## src/rtl/route_scheduler_pkg.sv

```systemverilog
// Shared sizing, state encoding and config-range arithmetic for the route scheduler.
// The window-end helper is evaluated at full width so an oversized run cannot wrap into range.
package route_scheduler_pkg;

  localparam int MaxWidth   = 9;
  localparam int DataWidth  = 8;
  localparam int Depth      = 128;
  localparam int CountWidth = 8;
  localparam int TimeoutCyc = 1024;

  localparam int AddrWidth  = $clog2(Depth);
  localparam int LenWidth   = $clog2(MaxWidth + 1);
  localparam int DataBits   = MaxWidth * DataWidth;
  localparam int CheckWidth = CountWidth + AddrWidth + 1;
  localparam int TimerWidth = $clog2(TimeoutCyc + 1);

  typedef enum logic [2:0] {
    ST_IDLE,
    ST_ROUTE,
    ST_HOLD,
    ST_DONE,
    ST_ERR
  } state_e;

  // Exclusive end address of the last window; caller guarantees count >= 1.
  function automatic logic [CheckWidth-1:0] windowEnd(
    input logic [AddrWidth-1:0]  base,
    input logic [CountWidth-1:0] count,
    input logic [AddrWidth-1:0]  stride,
    input logic [LenWidth-1:0]   len
  );
    logic [CheckWidth-1:0] b, n, s, l;
    b = CheckWidth'(base);
    n = CheckWidth'(count);
    s = CheckWidth'(stride);
    l = CheckWidth'(len);
    return b + (n - CheckWidth'(1)) * s + l;
  endfunction

endpackage

```

## src/rtl/route_scheduler_watchdog.sv

```systemverilog
// Down-counting watchdog: clear reloads the full budget, enable burns one cycle of it,
// and expired reports an exhausted budget.
module route_watchdog
  import route_scheduler_pkg::*;
(
  input  logic clk_i,
  input  logic rst_ni,
  input  logic clear_i,
  input  logic en_i,
  output logic expired_o
);

  logic [TimerWidth-1:0] cnt_q, cnt_d;

  // Loaded with TimeoutCyc-1 so the owner sees expiry on exactly the TimeoutCyc-th enabled edge.
  always_comb begin
    cnt_d = cnt_q;
    if (clear_i) begin
      cnt_d = TimerWidth'(TimeoutCyc - 1);
    end else if (en_i && (cnt_q != '0)) begin
      cnt_d = cnt_q - TimerWidth'(1);
    end
  end

  always_ff @(posedge clk_i) begin
    if (!rst_ni) begin
      cnt_q <= '0;
    end else begin
      cnt_q <= cnt_d;
    end
  end

  assign expired_o = (cnt_q == '0);

endmodule

```

## src/rtl/route_scheduler.sv

```systemverilog
// Steps memory_top through a layer's routing windows and hands each captured window
// downstream on a valid/ready port; all outputs come straight from registers.
module route_scheduler
  import route_scheduler_pkg::*;
(
  input  logic                  clk_i,
  input  logic                  rst_ni,
  input  logic                  start_i,
  input  logic                  abort_i,
  input  logic [AddrWidth-1:0]  baseAddr_i,
  input  logic [LenWidth-1:0]   windowLen_i,
  input  logic [AddrWidth-1:0]  stride_i,
  input  logic [CountWidth-1:0] numWindows_i,
  output logic                  routeEn_o,
  output logic [AddrWidth-1:0]  startAddr_o,
  output logic [AddrWidth-1:0]  finalAddr_o,
  input  logic                  finished_i,
  input  logic [DataBits-1:0]   routeData_i,
  output logic                  outValid_o,
  input  logic                  outReady_i,
  output logic [DataBits-1:0]   outData_o,
  output logic [CountWidth-1:0] outIdx_o,
  output logic                  busy_o,
  output logic                  done_o,
  output logic                  err_o
);

  state_e                state_q;
  logic [AddrWidth-1:0]  stride_q;
  logic [CountWidth-1:0] numWin_q;
  logic                  routeEn_q, outValid_q, busy_q, done_q, err_q;
  logic [AddrWidth-1:0]  startAddr_q, finalAddr_q;
  logic [DataBits-1:0]   outData_q;
  logic [CountWidth-1:0] outIdx_q;

  logic cfgBad, lastWindow, wdExpired;

  assign cfgBad = (windowLen_i == '0) ||
                  (windowLen_i > LenWidth'(MaxWidth)) ||
                  (windowEnd(baseAddr_i, numWindows_i, stride_i, windowLen_i) >
                   CheckWidth'(Depth - 1));

  assign lastWindow = (outIdx_q == numWin_q - CountWidth'(1));

  // The watchdog sits reloaded whenever no window is in flight, so each window gets a full budget.
  route_watchdog uWatchdog (
    .clk_i     (clk_i),
    .rst_ni    (rst_ni),
    .clear_i   (state_q != ST_ROUTE),
    .en_i      (state_q == ST_ROUTE),
    .expired_o (wdExpired)
  );

  always_ff @(posedge clk_i) begin
    if (!rst_ni) begin
      state_q     <= ST_IDLE;
      stride_q    <= '0;
      numWin_q    <= '0;
      routeEn_q   <= 1'b0;
      startAddr_q <= '0;
      finalAddr_q <= '0;
      outValid_q  <= 1'b0;
      outData_q   <= '0;
      outIdx_q    <= '0;
      busy_q      <= 1'b0;
      done_q      <= 1'b0;
      err_q       <= 1'b0;
    end else begin
      done_q <= 1'b0;
      if (abort_i) begin
        state_q    <= ST_IDLE;
        routeEn_q  <= 1'b0;
        outValid_q <= 1'b0;
        busy_q     <= 1'b0;
      end else begin
        case (state_q)
          ST_IDLE, ST_DONE, ST_ERR: begin
            if (start_i) begin
              err_q    <= 1'b0;
              stride_q <= stride_i;
              numWin_q <= numWindows_i;
              if (numWindows_i == '0) begin
                state_q <= ST_DONE;
                done_q  <= 1'b1;
              end else if (cfgBad) begin
                state_q <= ST_ERR;
                err_q   <= 1'b1;
              end else begin
                state_q     <= ST_ROUTE;
                startAddr_q <= baseAddr_i;
                finalAddr_q <= baseAddr_i + AddrWidth'(windowLen_i);
                outIdx_q    <= '0;
                routeEn_q   <= 1'b1;
                busy_q      <= 1'b1;
              end
            end
          end
          ST_ROUTE: begin
            // A finish on the same edge as expiry still counts as a routed window.
            if (finished_i) begin
              outData_q  <= routeData_i;
              outValid_q <= 1'b1;
              routeEn_q  <= 1'b0;
              state_q    <= ST_HOLD;
            end else if (wdExpired) begin
              state_q   <= ST_ERR;
              err_q     <= 1'b1;
              routeEn_q <= 1'b0;
              busy_q    <= 1'b0;
            end
          end
          ST_HOLD: begin
            if (outReady_i) begin
              outValid_q <= 1'b0;
              if (lastWindow) begin
                state_q <= ST_DONE;
                busy_q  <= 1'b0;
                done_q  <= 1'b1;
              end else begin
                startAddr_q <= startAddr_q + stride_q;
                finalAddr_q <= finalAddr_q + stride_q;
                outIdx_q    <= outIdx_q + CountWidth'(1);
                routeEn_q   <= 1'b1;
                state_q     <= ST_ROUTE;
              end
            end
          end
          default: state_q <= ST_IDLE;
        endcase
      end
    end
  end

  assign routeEn_o   = routeEn_q;
  assign startAddr_o = startAddr_q;
  assign finalAddr_o = finalAddr_q;
  assign outValid_o  = outValid_q;
  assign outData_o   = outData_q;
  assign outIdx_o    = outIdx_q;
  assign busy_o      = busy_q;
  assign done_o      = done_q;
  assign err_o       = err_q;

endmodule

```

## config.mk

```make
export PLATFORM = sky130hd
export DESIGN_NAME = route_scheduler
export DESIGN_NICKNAME = d
export VERILOG_FILES = /design/src/rtl/route_scheduler_pkg.sv /design/src/rtl/route_scheduler_watchdog.sv /design/src/rtl/route_scheduler.sv
export SDC_FILE = /design/constraint.sdc
export NUM_CORES = 1
export LEC_CHECK = 0
export ABC_AREA = 1
export BUFFER_PORTS_ARGS = -buffer_cell sky130_fd_sc_hd__buf_4
export CELL_PAD_IN_SITES_DETAIL_PLACEMENT = 0
export CELL_PAD_IN_SITES_GLOBAL_PLACEMENT = 1
export CORE_UTILIZATION = 30
export DETAILED_ROUTE_END_ITERATION = 16
export PLACE_DENSITY = 0.68
export RECOVER_POWER = 50
export SYNTH_ARGS = -nofsm -noshare
export SYNTH_HDL_FRONTEND = slang
export SYNTH_SLANG_ARGS = --single-unit
```

## constraint.sdc

```tcl
create_clock -name clk_i -period 8.7 [get_ports clk_i]
set_input_delay 2.61 -clock clk_i [delete_from_list [all_inputs] [get_ports clk_i]]
set_output_delay 2.61 -clock clk_i [all_outputs]
set_load 0.05 [all_outputs]
```

==> results of run 1 <==
==> power by group <==
group | total (mW) | switching (mW) | leakage, nW | internal (mW)
registers | 0.621 | 0.0161 | 1.04 | 0.605
logic | 0.937 | 0.589 | 4.15 | 0.349
clock network | 0.720 | 0.312 | 0.285 | 0.408
total | 2.28 | 0.917 | 5.47 | 1.36
==> layout make-up <==
class / count / area share
clock buffer: 17 / 0.0378
clock inverter: 15 / 0.0141
inverter: 159 / 0.0530
multi-input combinational: 905 / 0.512
sequential: 128 / 0.228
tap: 390 / 0.0433
timing repair buffer: 215 / 0.112
==> state kept, by name, indices dropped and copies added (netlist names) <==
name and flops:
finalAddr_o 7, outData_o 72, outValid_o 1, state_q 3, startAddr_o 7, outIdx_o 8, routeEn_o 1, done_o 1
busy_o 1, stride_q 7, err_o 1, numWin_q 8, uWatchdog.cnt_q 11
==> per-layer routing <==
| metal | global-route usage | up-vias | part of all wire |
|---|---|---|---|
| met5 | 0 | - | 0 |
| met4 | 0.0395 | 0 | 0.014 |
| met3 | 0.0519 | 20 | 0.077 |
| met2 | 0.270 | 235 | 0.44 |
| met1 | 0.235 | 3887 | 0.47 |
| li1 | - | 4330 | - |
==> final timing paths <==
path,from,end,slack (ns)
worst max-delay path,numWindows_i[1],finalAddr_o[5]$_SDFFE_PN0P_,0.59
worst min-delay path,uWatchdog.cnt_q[0]$_SDFFE_PN0P_,uWatchdog.cnt_q[0]$_SDFFE_PN0P_,0.46
worst max register to register,state_q[0]$_SDFFE_PP0P_,outData_o[21]$_SDFFE_PN0P_,5.59
worst min register to register,uWatchdog.cnt_q[0]$_SDFFE_PN0P_,uWatchdog.cnt_q[0]$_SDFFE_PN0P_,0.46
==> cells by family (layout without fill, tap and decap cells) <==
| group | Yosys count | in the layout | synth area share |
|---|---|---|---|
| flops | 128 | 128 | 0.282 |
| xor+xnor | 33 | 33 | 0.0318 |
| mux | 1 | 1 | 0.00110 |
| simple gates | 545 | 546 | 0.255 |
| buf+inv | 200 | 406 | 0.0863 |
| compound gates | 193 | 193 | 0.114 |
| fa+ha+maj | 132 | 132 | 0.230 |
==> stage by stage <==
step	area [sq um]	hold WS [ns]	std cells	setup slack, ns
2_1_floorplan	9090	0.429	1232	0.895
3_3_place_gp	11000	0.452	1793	0.227
3_5_place_dp	11000	0.452	1793	0.115
4_1_cts	11600	0.462	1825	0.531
5_1_grt	11300	0.493	1829	0.0278
6_report	11300	0.460	1829	0.590
==> synth_stat cells (4+ instances only) <==
master / instances
nor2_1: 269
nand2_1: 174
inv_1: 148
dfxtp_1: 128
o21ai_0: 103
ha_1: 73
fa_1: 59
a21oi_1: 55
clkbuf_1: 34
nand3_1: 30
nand4_1: 27
xor2_1: 19
xnor2_1: 14
nor3_1: 10
o21ai_1: 9
inv_2: 8
a31oi_1: 6
nand2_2: 6
nor2_2: 5
or2_2: 5
buf_6: 4
==> what timing repair did <==
item | CTS | global route
endpoints found under the hold margin | 0 | 0
endpoints found under the setup margin | 0 | 14
buffers inserted | 0 | 3
==> worst max-delay path: cells and delay by family <==
| family | cells | cell delay (ns) |
|---|---|---|
| buffers and inverters | 9 | 0.74 |
| AND/OR/NAND/NOR | 13 | 1.86 |
| AO/OA/AOI/OAI | 2 | 0.24 |
| adder cells (fa/ha/maj) | 7 | 2.90 |
==> summary.txt, run 1 <==
Clock tree
  – Root buffer cell: clkbuf_16
  – TritonCTS clock tree: built
  – Clock transition at the registers of the reported paths: 0.07 ns
  – CTS sink count: 128
  – CTS Buffer Depth: 2
  – Total CTS buffers: 17
  – Htree depth: 4
  – Latest clock arrival within the worst-skew pair: 0.42 ns
  – Resized Gates After CTS: 0
  – Post-CTS Hold Buffers: 0

Routing
  – Vias: 8472
  – WL final: 26600 um
  – Drt pass-1 iters: 5
  – Iteration-0 DRC Markers: 469
  – Wire per inst: 14.5 um
  – Antenna Nets Post-Route: 0
  – DRC: 0
  – Via density: 4.63

Synth
  – Ys Warns: 0
  – Sequential share of the synthesized area: 0.282
  – Post-Synthesis Cell Area: 0.00909 sq mm
  – Ys async rst share: 0
  – Cell taking the most area after synthesis: dfxtp_1
  – Synth area leaders: dfxtp_1, fa_1, nor2_1
  – Seq cells post-synth: 128
  – Post-synth top area share: 0.282
  – Syn_nets: 1468
  – Yosys cell types: 46
  – Commonest register cell after synthesis: dfxtp_1
  – Number of synthesized flops with an enable pin: 0
  – Synth Instances: 1232
  – Mapped Avg Cell Area: 7.38 sq um

GRT
  – Largest net degree at the start of global routing: 95
  – Remaining Overflow, GRT: 0
  – First-pass GRT wire length: 43200 um
  – Vias in the first global route: 8344
  – Antenna violations before repair: 0
  – Total track usage: 0.174

Status
  – Status: finished clean

Die
  – Starting Density: 0.306
  – Die Height: 176 um
  – Row count: 63
  – Core ar.: 0.0297 sq mm
  – Die W: 176 um
  – Boundary pin count: 203
  – Die area: 0.0310 sq mm

Place
  – RD Place Congestion: 0.805
  – DP HPWL: 20400 um
  – Number of I/O port buffers: 202

STA
  – Fmax: 0.123 GHz
  – RSZ-0062 raised after global routing: false
  – Final hold vios: 0
  – Setup_tns: 0 ns
  – Final Critical Period: 8.11 ns
  – Max Slew Vio Count: 0
  – Fin Clk Skew: 0.0134 ns
  – Slew HR: 0.316
  – Tcrit/Tclk final: 0.932
  – Final setup fails: 0
  – Slew at the pin closest to its max-slew limit: 1.02 ns

Finish
  – Commonest non-fill, non-tap cell in the layout: nor2_1
  – FILL cells: 3212
  – Most frequent cells in the layout: nor2_1, nand2_1, inv_1
  – Multi-input gate area: 0.00576 sq mm
  – Syn-to-layout area delta: 23.8%
  – Final core occ: 0.379
  – Nets: 1662
  – Reg area: 0.00256 sq mm
  – Share of cells above drive strength 1: 0.135
  – N_diodes: 0

Worst setup path
  – CP Class: in2reg
  – FF-to-FF path depth: 13
  – CP peak stage delay: 0.54 ns
  – Crit Path Max Fanout: 12
  – Slowest CP cell: fa_1
  – Worst Path Arrival: 8.36 ns
  – CP required: 8.95 ns
  – Crit path top cell by count: inv_1
  – Critical Path Start Type: primary input
  – Worst Setup End Kind: register

Pwr
  – Power Dens Cells: 202 mW/mm^2
  – Pwr Total: 2.28 mW
  – Pleak: 5.47 nW
  – Peak VDD IR: 0.133 mV

Min path
  – Hold Path Class: reg2reg
  – Hold path depth: 1

Run
  – Max-cap viol count: 0
Note: power is estimated with default switching activity, not from simulation.
==> run 2: changes to the inputs <==
Settings changed: CTS_BUF_LIST set to sky130_fd_sc_hd__clkbuf_4 sky130_fd_sc_hd__clkbuf_8, SYNTH_HIERARCHICAL set to 1.
==> run 2 against run 1 <==
Core utilization decreased by 1.1 points. Critical path type unchanged. Critical endpoint is now startAddr_o[6]$_SDFFE_PN0P_. Flip-flop and latch count is the same. Synthesized cell count grew 4.6%. First-iteration DRC count decreased by 2.3%. Largest power group unchanged. Clock power decreased by 20%. Total power shrank 7.8%. Sequential power up 0.6%. Synthesized area rose by 2.0%.
==> summary.txt, run 2 <==
Routing
  – Antenna Nets Post-Route: 0 (unchanged)
  – DRC: 0 (unchanged)
  – Drt pass-1 iters: 5 (unchanged)
  – Iteration-0 DRC Markers: 458 (-2.3%)
  – Wire per inst: 14.5 um (-0.28%)
  – Via density: 4.61 (-0.56%)
  – WL final: 27300 um (+2.7%)
  – Vias: 8678 (+2.4%)

Synth
  – Ys async rst share: 0 (unchanged)
  – Seq cells post-synth: 128 (unchanged)
  – Cell taking the most area after synthesis: dfxtp_1
  – Number of synthesized flops with an enable pin: 0 (unchanged)
  – Post-Synthesis Cell Area: 0.00928 sq mm (+2.0%)
  – Sequential share of the synthesized area: 0.276 (-0.00566)
  – Post-synth top area share: 0.276 (-0.00566)
  – Synth Instances: 1289 (+4.6%)
  – Yosys cell types: 42 (-8.7%)
  – Cell with the most instances after synthesis: nor2_1
  – Syn_nets: 1526 (+4.0%)
  – Most instantiated cells after synthesis: nor2_1, nand2_1, inv_1, dfxtp_1, o21ai_0
  – Synth area leaders: dfxtp_1, fa_1, nor2_1
  – Ys Warns: 6 (+6)
  – Commonest register cell after synthesis: dfxtp_1
  – Mapped Avg Cell Area: 7.20 sq um (-2.5%)

STA
  – Setup_tns: 0 ns (unchanged)
  – Slew at the pin closest to its max-slew limit: 1.05 ns (+0.0214 ns)
  – Fmax: 0.124 GHz (+0.28%)
  – Fin Clk Skew: 0.0118 ns (-0.00159 ns)
  – Slew HR: 0.300 (-0.0161)
  – Hold slack: 0.471 ns (+0.0102 ns)
  – RSZ-0062 raised after global routing: false
  – Final setup fails: 0 (unchanged)
  – Final Critical Period: 8.09 ns (-0.0229 ns)
  – Final hold vios: 0 (unchanged)
  – Max Slew Vio Count: 0 (unchanged)
  – Tcrit/Tclk final: 0.930 (-0.00263)

GRT
  – Total track usage: 0.174 (+0.000308)
  – Vias in the first global route: 8198 (-1.7%)
  – Largest net degree at the start of global routing: 92 (-3.2%)
  – Antenna violations before repair: 1 (+1)
  – First-pass GRT wire length: 43600 um (+0.75%)
  – Remaining Overflow, GRT: 0 (unchanged)

Worst setup path
  – End of the worst register-to-register path: outData_o[65]$_SDFFE_PN0P_
  – FF-to-FF path depth: 13 (unchanged)
  – RR Startpoint: state_q[0]$_SDFFE_PP0P_
  – Critical Path Start Type: primary input
  – CP Class: in2reg
  – Setup crit start: numWindows_i[0]
  – Worst Setup End Kind: register
  – Critical Path Sink: startAddr_o[6]$_SDFFE_PN0P_
  – Worst Path Arrival: 8.40 ns (+0.04 ns)
  – Crit Path Max Fanout: 24 (+12)
  – CP required: 9.01 ns (+0.06 ns)
  – Reg2Reg Setup Slack: 5.76 ns (+0.17 ns)

Clock tree
  – Latest clock arrival within the worst-skew pair: 0.47 ns (+0.05 ns)
  – TritonCTS clock tree: built
  – Setup bufs post-CTS: 0 (unchanged)
  – Total CTS buffers: 17 (unchanged)
  – CTS Buffer Depth: 2 (unchanged)
  – Post-CTS Hold Buffers: 0 (unchanged)
  – CTS sink count: 128 (unchanged)
  – Root buffer cell: clkbuf_8
  – Resized Gates After CTS: 0 (unchanged)
  – Clock transition at the registers of the reported paths: 0.08 ns (about the same)
  – Htree depth: 4 (unchanged)

Die
  – Boundary pin count: 203 (unchanged)
  – Starting Density: 0.304 (-0.00183)
  – Row count: 64 (+1.6%)
  – Die area: 0.0316 sq mm (+2.0%)
  – Core ar.: 0.0305 sq mm (+2.7%)
  – Die Height: 178 um (+1.0%)
  – Die W: 178 um (+1.0%)

Finish
  – Share of cells above drive strength 1: 0.112 (-0.0232)
  – Syn-to-layout area delta: 20.9%
  – Most frequent cells in the layout: nor2_1, nand2_1, inv_1
  – Largest register FFs: 72 (unchanged)
  – Commonest non-fill, non-tap cell in the layout: nor2_1
  – Nets: 1711 (+2.9%)

Pwr
  – Pleak: 5.49 nW (+0.34%)
  – Power Dens Cells: 187 mW/mm^2 (-7.5%)
  – NetSw: 850 uW (-7.3%)
  – Sequential share of power: 0.297 (+0.024)
  – Combinational Power Share: 0.429 (+0.018)
  – Sw frac: 0.404 (+0.00203)
  – Peak VDD IR: 0.127 mV (-4.5%)
  – Clock power frac: 0.274 (-0.042)
  – Pint: 1.25 mW (-8.1%)

Place
  – RD Place Congestion: 0.807 (+0.34%)
  – Number of I/O port buffers: 202 (unchanged)
  – DP HPWL: 21000 um (+2.6%)

Run
  – Max-cap viol count: 0 (unchanged)

Min path
  – Hold Path Class: reg2reg

Status
  – Status: finished clean
run 2: cell families after synthesis:
logic type,after synthesis,synth area share
buf+inv,213,0.0909
flops,128,0.276
xor+xnor,32,0.0302
compound gates,197,0.110
fa+ha+maj,133,0.227
mux,1,0.00108
simple gates,585,0.265
run 2: power by group through the flow:
stage / registers, mW / logic [mW] / clock network (mW)
floorplan: 0.668 / 0.642 / 0
global placement: 0.638 / 0.915 / 0
detailed placement: 0.638 / 0.917 / 0
CTS: 0.625 / 0.920 / 0.592
global route: 0.628 / 1.04 / 0.616
finish: 0.625 / 0.901 / 0.575
run 2: stage by stage:
stage,area [sq um],setup slack (ns),utilization,instances,total power [mW]
floorplan,9280,1.00,-,1289,1.31
global placement,11100,0.124,0.365,1851,1.55
detailed placement,11100,0.0404,0.365,1851,1.55
CTS,11600,0.523,0.380,1883,2.14
global route,11200,0.0316,0.368,1883,2.29
finish,11200,0.613,0.368,1884,2.10
run 2: how the worst min path moves through the flow:
| stage | slack (ns) | end | from | cells after the start |
|---|---|---|---|---|
| floorplan | 0.46 | uWatchdog/cnt_q[0]$_SDFFE_PN0P_ | uWatchdog/cnt_q[0]$_SDFFE_PN0P_ | 2 |
| global placement | 0.46 | routeEn_o$_SDFFE_PP0P_ | routeEn_o$_SDFFE_PP0P_ | 2 |
| detailed placement | 0.46 | routeEn_o$_SDFFE_PP0P_ | routeEn_o$_SDFFE_PP0P_ | 2 |
| CTS | 0.48 | routeEn_o$_SDFFE_PP0P_ | routeEn_o$_SDFFE_PP0P_ | 2 |
| global route | 0.49 | routeEn_o$_SDFFE_PP0P_ | routeEn_o$_SDFFE_PP0P_ | 2 |
| finish | 0.47 | routeEn_o$_SDFFE_PP0P_ | routeEn_o$_SDFFE_PP0P_ | 2 |
run 2: cell type report:
cell class                 count  area [sq um]
timing repair buffer         210          1210
clock inverter                11           153
fill                        3372         19300
clock buffer                  21           283
tap                          396           495
sequential                   128          2560
inverter                     169           634
multi-input combinational    948          5880
antenna                        1          2.50
run 2: per-layer routing:
metal / global-route usage / share of wire / vias up / wire length, um
met5: 0 / 0 / - / 0
met3: 0.0426 / 0.050 / 14 / 1360
met1: 0.242 / 0.48 / 4054 / 13100
met2: 0.270 / 0.46 / 156 / 12600
li1: - / - / 4454 / -
met4: 0.0363 / 0.0077 / 0 / 210
run 2: worst max-delay path: stages:
cell and delay, ns:
buf_4 0.15, inv_1 0.17, nand2_1 0.12, nor3_1 0.19, inv_1 0.08, nor3_1 0.17, xor2_1 0.25, inv_1 0.14
nor2_1 0.15, fa_1 0.45, fa_1 0.48, fa_1 0.52, fa_1 0.49, ha_1 0.30, ha_1 0.37, nand2_1 0.12
nor2_1 0.21, nand3_1 0.14, nand4_1 0.12, nand3_1 0.10, nor2_1 0.10, nand3_1 0.09, nor2_2 0.10, nand3_2 0.16
nand2_4 0.12, nand3_4 0.26, nand2_1 0.15, a21oi_1 0.07
==> run 3: changes to the inputs <==
Settings changed: ABC_CLOCK_PERIOD_IN_PS set to 8700, SYNTH_HIERARCHICAL 1 to not set.
==> run 3 against run 2 <==
Sequential power down 0.6%. Clock-buffer cell count down 4. Worst setup slack worse by 0.015 ns. Sequential share of layout area up 0.41 points. Core utilization up 0.31 points. Die area down 2.0%. Non-clock buffer count up 2. Clock power down 7.8%. Cell area down 1.8%. Global-route usage about the same. First-iteration DRC count up 26%. Combinational power up 3.2%. Highest routed layer unchanged.
==> summary.txt, run 3 (synthesis gave the netlist of run 1 again) <==
Worst setup path
  – Critical path's top delay family: adder cells
  – CP Class: in2reg
  – Worst Setup End Kind: register
  – Cell depth of the worst setup path: 31 (+11%)
  – CP peak stage delay: 0.54 ns (+0.02 ns)
  – Worst Path Arrival: 8.38 ns (-0.02 ns)
  – Crit Path Max Fanout: 24 (unchanged)
  – Reg2Reg Setup Slack: 5.59 ns (-0.17 ns)
  – CP bufs+invs: 9 (+5)
  – Slowest CP cell: fa_1
  – Critical Path Start Type: primary input
  – FF-to-FF path depth: 13 (unchanged)
  – RR Startpoint: state_q[0]$_SDFFE_PP0P_
  – End of the worst register-to-register path: outData_o[27]$_SDFFE_PN0P_
  – CP required: 8.98 ns (-0.03 ns)
  – Crit path top cell by count: inv_1

Clock tree
  – CTS Buffer Depth: 2 (unchanged)
  – Resized Gates After CTS: 0 (unchanged)
  – Setup bufs post-CTS: 0 (unchanged)
  – Post-CTS Hold Buffers: 0 (unchanged)
  – Root buffer cell: clkbuf_8
  – Htree depth: 4 (unchanged)
  – TritonCTS clock tree: built
  – Total CTS buffers: 17 (unchanged)
  – CTS sink count: 128 (unchanged)
  – Latest clock arrival within the worst-skew pair: 0.44 ns (-0.03 ns)
  – Clock transition at the registers of the reported paths: 0.09 ns (about the same)

Pwr
  – Pleak: 5.37 nW (-2.3%)
  – Sequential share of power: 0.298 (about the same)
  – Clock power frac: 0.255 (-0.019)
  – Sw frac: 0.429 (+0.0245)
  – Pint: 1.19 mW (-5.0%)
  – Combinational Power Share: 0.447 (+0.018)
  – Power Dens Cells: 189 mW/mm^2 (+0.85%)
  – NetSw: 892 uW (+5.1%)
  – Peak VDD IR: 0.102 mV (-20%)

STA
  – Tcrit/Tclk final: 0.931 (+0.00173)
  – Slew at the pin closest to its max-slew limit: 1.01 ns (-0.0383 ns)
  – Final hold vios: 0 (unchanged)
  – Slew HR: 0.327 (+0.0274)
  – Fmax: 0.123 GHz (-0.19%)
  – Max Slew Vio Count: 0 (unchanged)
  – Final setup fails: 0 (unchanged)
  – Fin Clk Skew: 0.0159 ns (+0.00406 ns)
  – Setup_tns: 0 ns (unchanged)
  – RSZ-0062 raised after global routing: false
  – Final Critical Period: 8.10 ns (+0.0151 ns)

Run
  – Max-cap viol count: 0 (unchanged)

Place
  – RD Place Congestion: 0.805 (-0.33%)
  – Number of I/O port buffers: 202 (unchanged)
  – Area after DPL: 0.0110 sq mm (-1.4%)
  – DP HPWL: 20400 um (-2.5%)

Routing
  – WL final: 26500 um (-2.9%)
  – Via density: 4.62 (+0.40%)
  – Vias: 8440 (-2.7%)
  – DRC: 0 (unchanged)
  – Antenna Nets Post-Route: 0 (unchanged)
  – Iteration-0 DRC Markers: 577 (+26%)
  – Drt pass-1 iters: 5 (unchanged)
  – Wire per inst: 14.5 um (+0.25%)

Die
  – Die Height: 176 um (-1.0%)
  – Die W: 176 um (-1.0%)
  – Core ar.: 0.0297 sq mm (-2.6%)
  – Die area: 0.0310 sq mm (-2.0%)
  – Starting Density: 0.306 (+0.00183)
  – Boundary pin count: 203 (unchanged)
  – Row count: 63 (-1.6%)

Status
  – Status: finished clean

Finish
  – Reg area: 0.00256 sq mm (unchanged)
  – Share of cells above drive strength 1: 0.132 (+0.0208)
  – FILL cells: 3227 (-4.3%)
  – Design area: 0.0110 sq mm (-1.8%)
  – Commonest non-fill, non-tap cell in the layout: nor2_1
  – Final core occ: 0.371 (+0.00311)
  – Syn-to-layout area delta: 21.2%
  – Multi-input gate area: 0.00575 sq mm (-2.2%)
  – N_diodes: 0 (-1)
  – Most frequent cells in the layout: nor2_1, nand2_1, inv_1
  – Nets: 1658 (-3.1%)
  – Largest register FFs: 72 (unchanged)

Min path
  – Hold Path Class: reg2reg
  – Hold path depth: 1 (-1)
  – Min-delay src: uWatchdog.cnt_q[0]$_SDFFE_PN0P_
  – Hold Path Sink: uWatchdog.cnt_q[0]$_SDFFE_PN0P_

GRT
  – Vias in the first global route: 8326 (+1.6%)
  – Total track usage: 0.174 (about the same)
  – First-pass GRT wire length: 43300 um (-0.68%)
  – Remaining Overflow, GRT: 0 (unchanged)
  – Antenna violations before repair: 0 (-1)
  – Largest net degree at the start of global routing: 95 (+3.3%)
-- run 3: worst max path at each step --
stage                     from                           to  slack, ns
2_1_floorplan  numWindows_i[0]     outIdx_o[3]$_SDFFE_PN0P_       0.90
3_3_place_gp   numWindows_i[1]     outIdx_o[5]$_SDFFE_PN0P_       0.23
3_5_place_dp   numWindows_i[1]  startAddr_o[4]$_SDFFE_PN0P_       0.11
4_1_cts        numWindows_i[1]  startAddr_o[4]$_SDFFE_PN0P_       0.58
5_1_grt        numWindows_i[1]  startAddr_o[0]$_SDFFE_PN0P_       0.02
6_report       numWindows_i[1]  finalAddr_o[5]$_SDFFE_PN0P_       0.60
-- run 3: worst register-to-register path: stages (launching register included) --
cell and delay (ns):
dfxtp_1 0.37, inv_2 0.04, nor2_1 0.11, inv_1 0.05, nor2_1 0.62, inv_2 0.17
nor2_1 0.16, inv_2 0.09, nor2_4 0.07, buf_4 0.54, inv_2 0.08, buf_4 0.36
nor2_1 0.29, nor2_1 0.07
-- run 3: final cells by class --
cell class                      instances  share of cell area
Clock buffer                           17              0.0212
Inverter                              159              0.0541
Multi-Input combinational cell        904               0.522
Sequential cell                       128               0.232
Tap cell                              390              0.0443
Clock inverter                         15              0.0144
Timing Repair Buffer                  212               0.112
-- run 3: per-layer routing --
metal | vias up | global-route usage | wire length, um
met2 | 207 | 0.271 | 11900
met5 | - | 0 | 0
met1 | 3904 | 0.236 | 12300
li1 | 4318 | - | -
met4 | 0 | 0.0344 | 289
met3 | 11 | 0.0536 | 2010
-- run 3: stage by stage --
step           worst slack (ns)  power (mW)  hold WS (ns)  instances
2_1_floorplan             0.895        1.34         0.429       1232
3_3_place_gp              0.227        1.57         0.452       1793
3_5_place_dp              0.115        1.57         0.452       1793
4_1_cts                   0.576        2.12         0.466       1825
5_1_grt                  0.0176        2.27         0.497       1825
6_report                  0.598        2.08         0.467       1825
-- run 3: power groups by stage --
stage | registers, mW | clock network (mW) | logic [mW]
finish | 0.621 | 0.530 | 0.930
floorplan | 0.665 | 0 | 0.677
CTS | 0.621 | 0.548 | 0.952
global placement | 0.635 | 0 | 0.940
detailed placement | 0.635 | 0 | 0.940
global route | 0.624 | 0.577 | 1.06
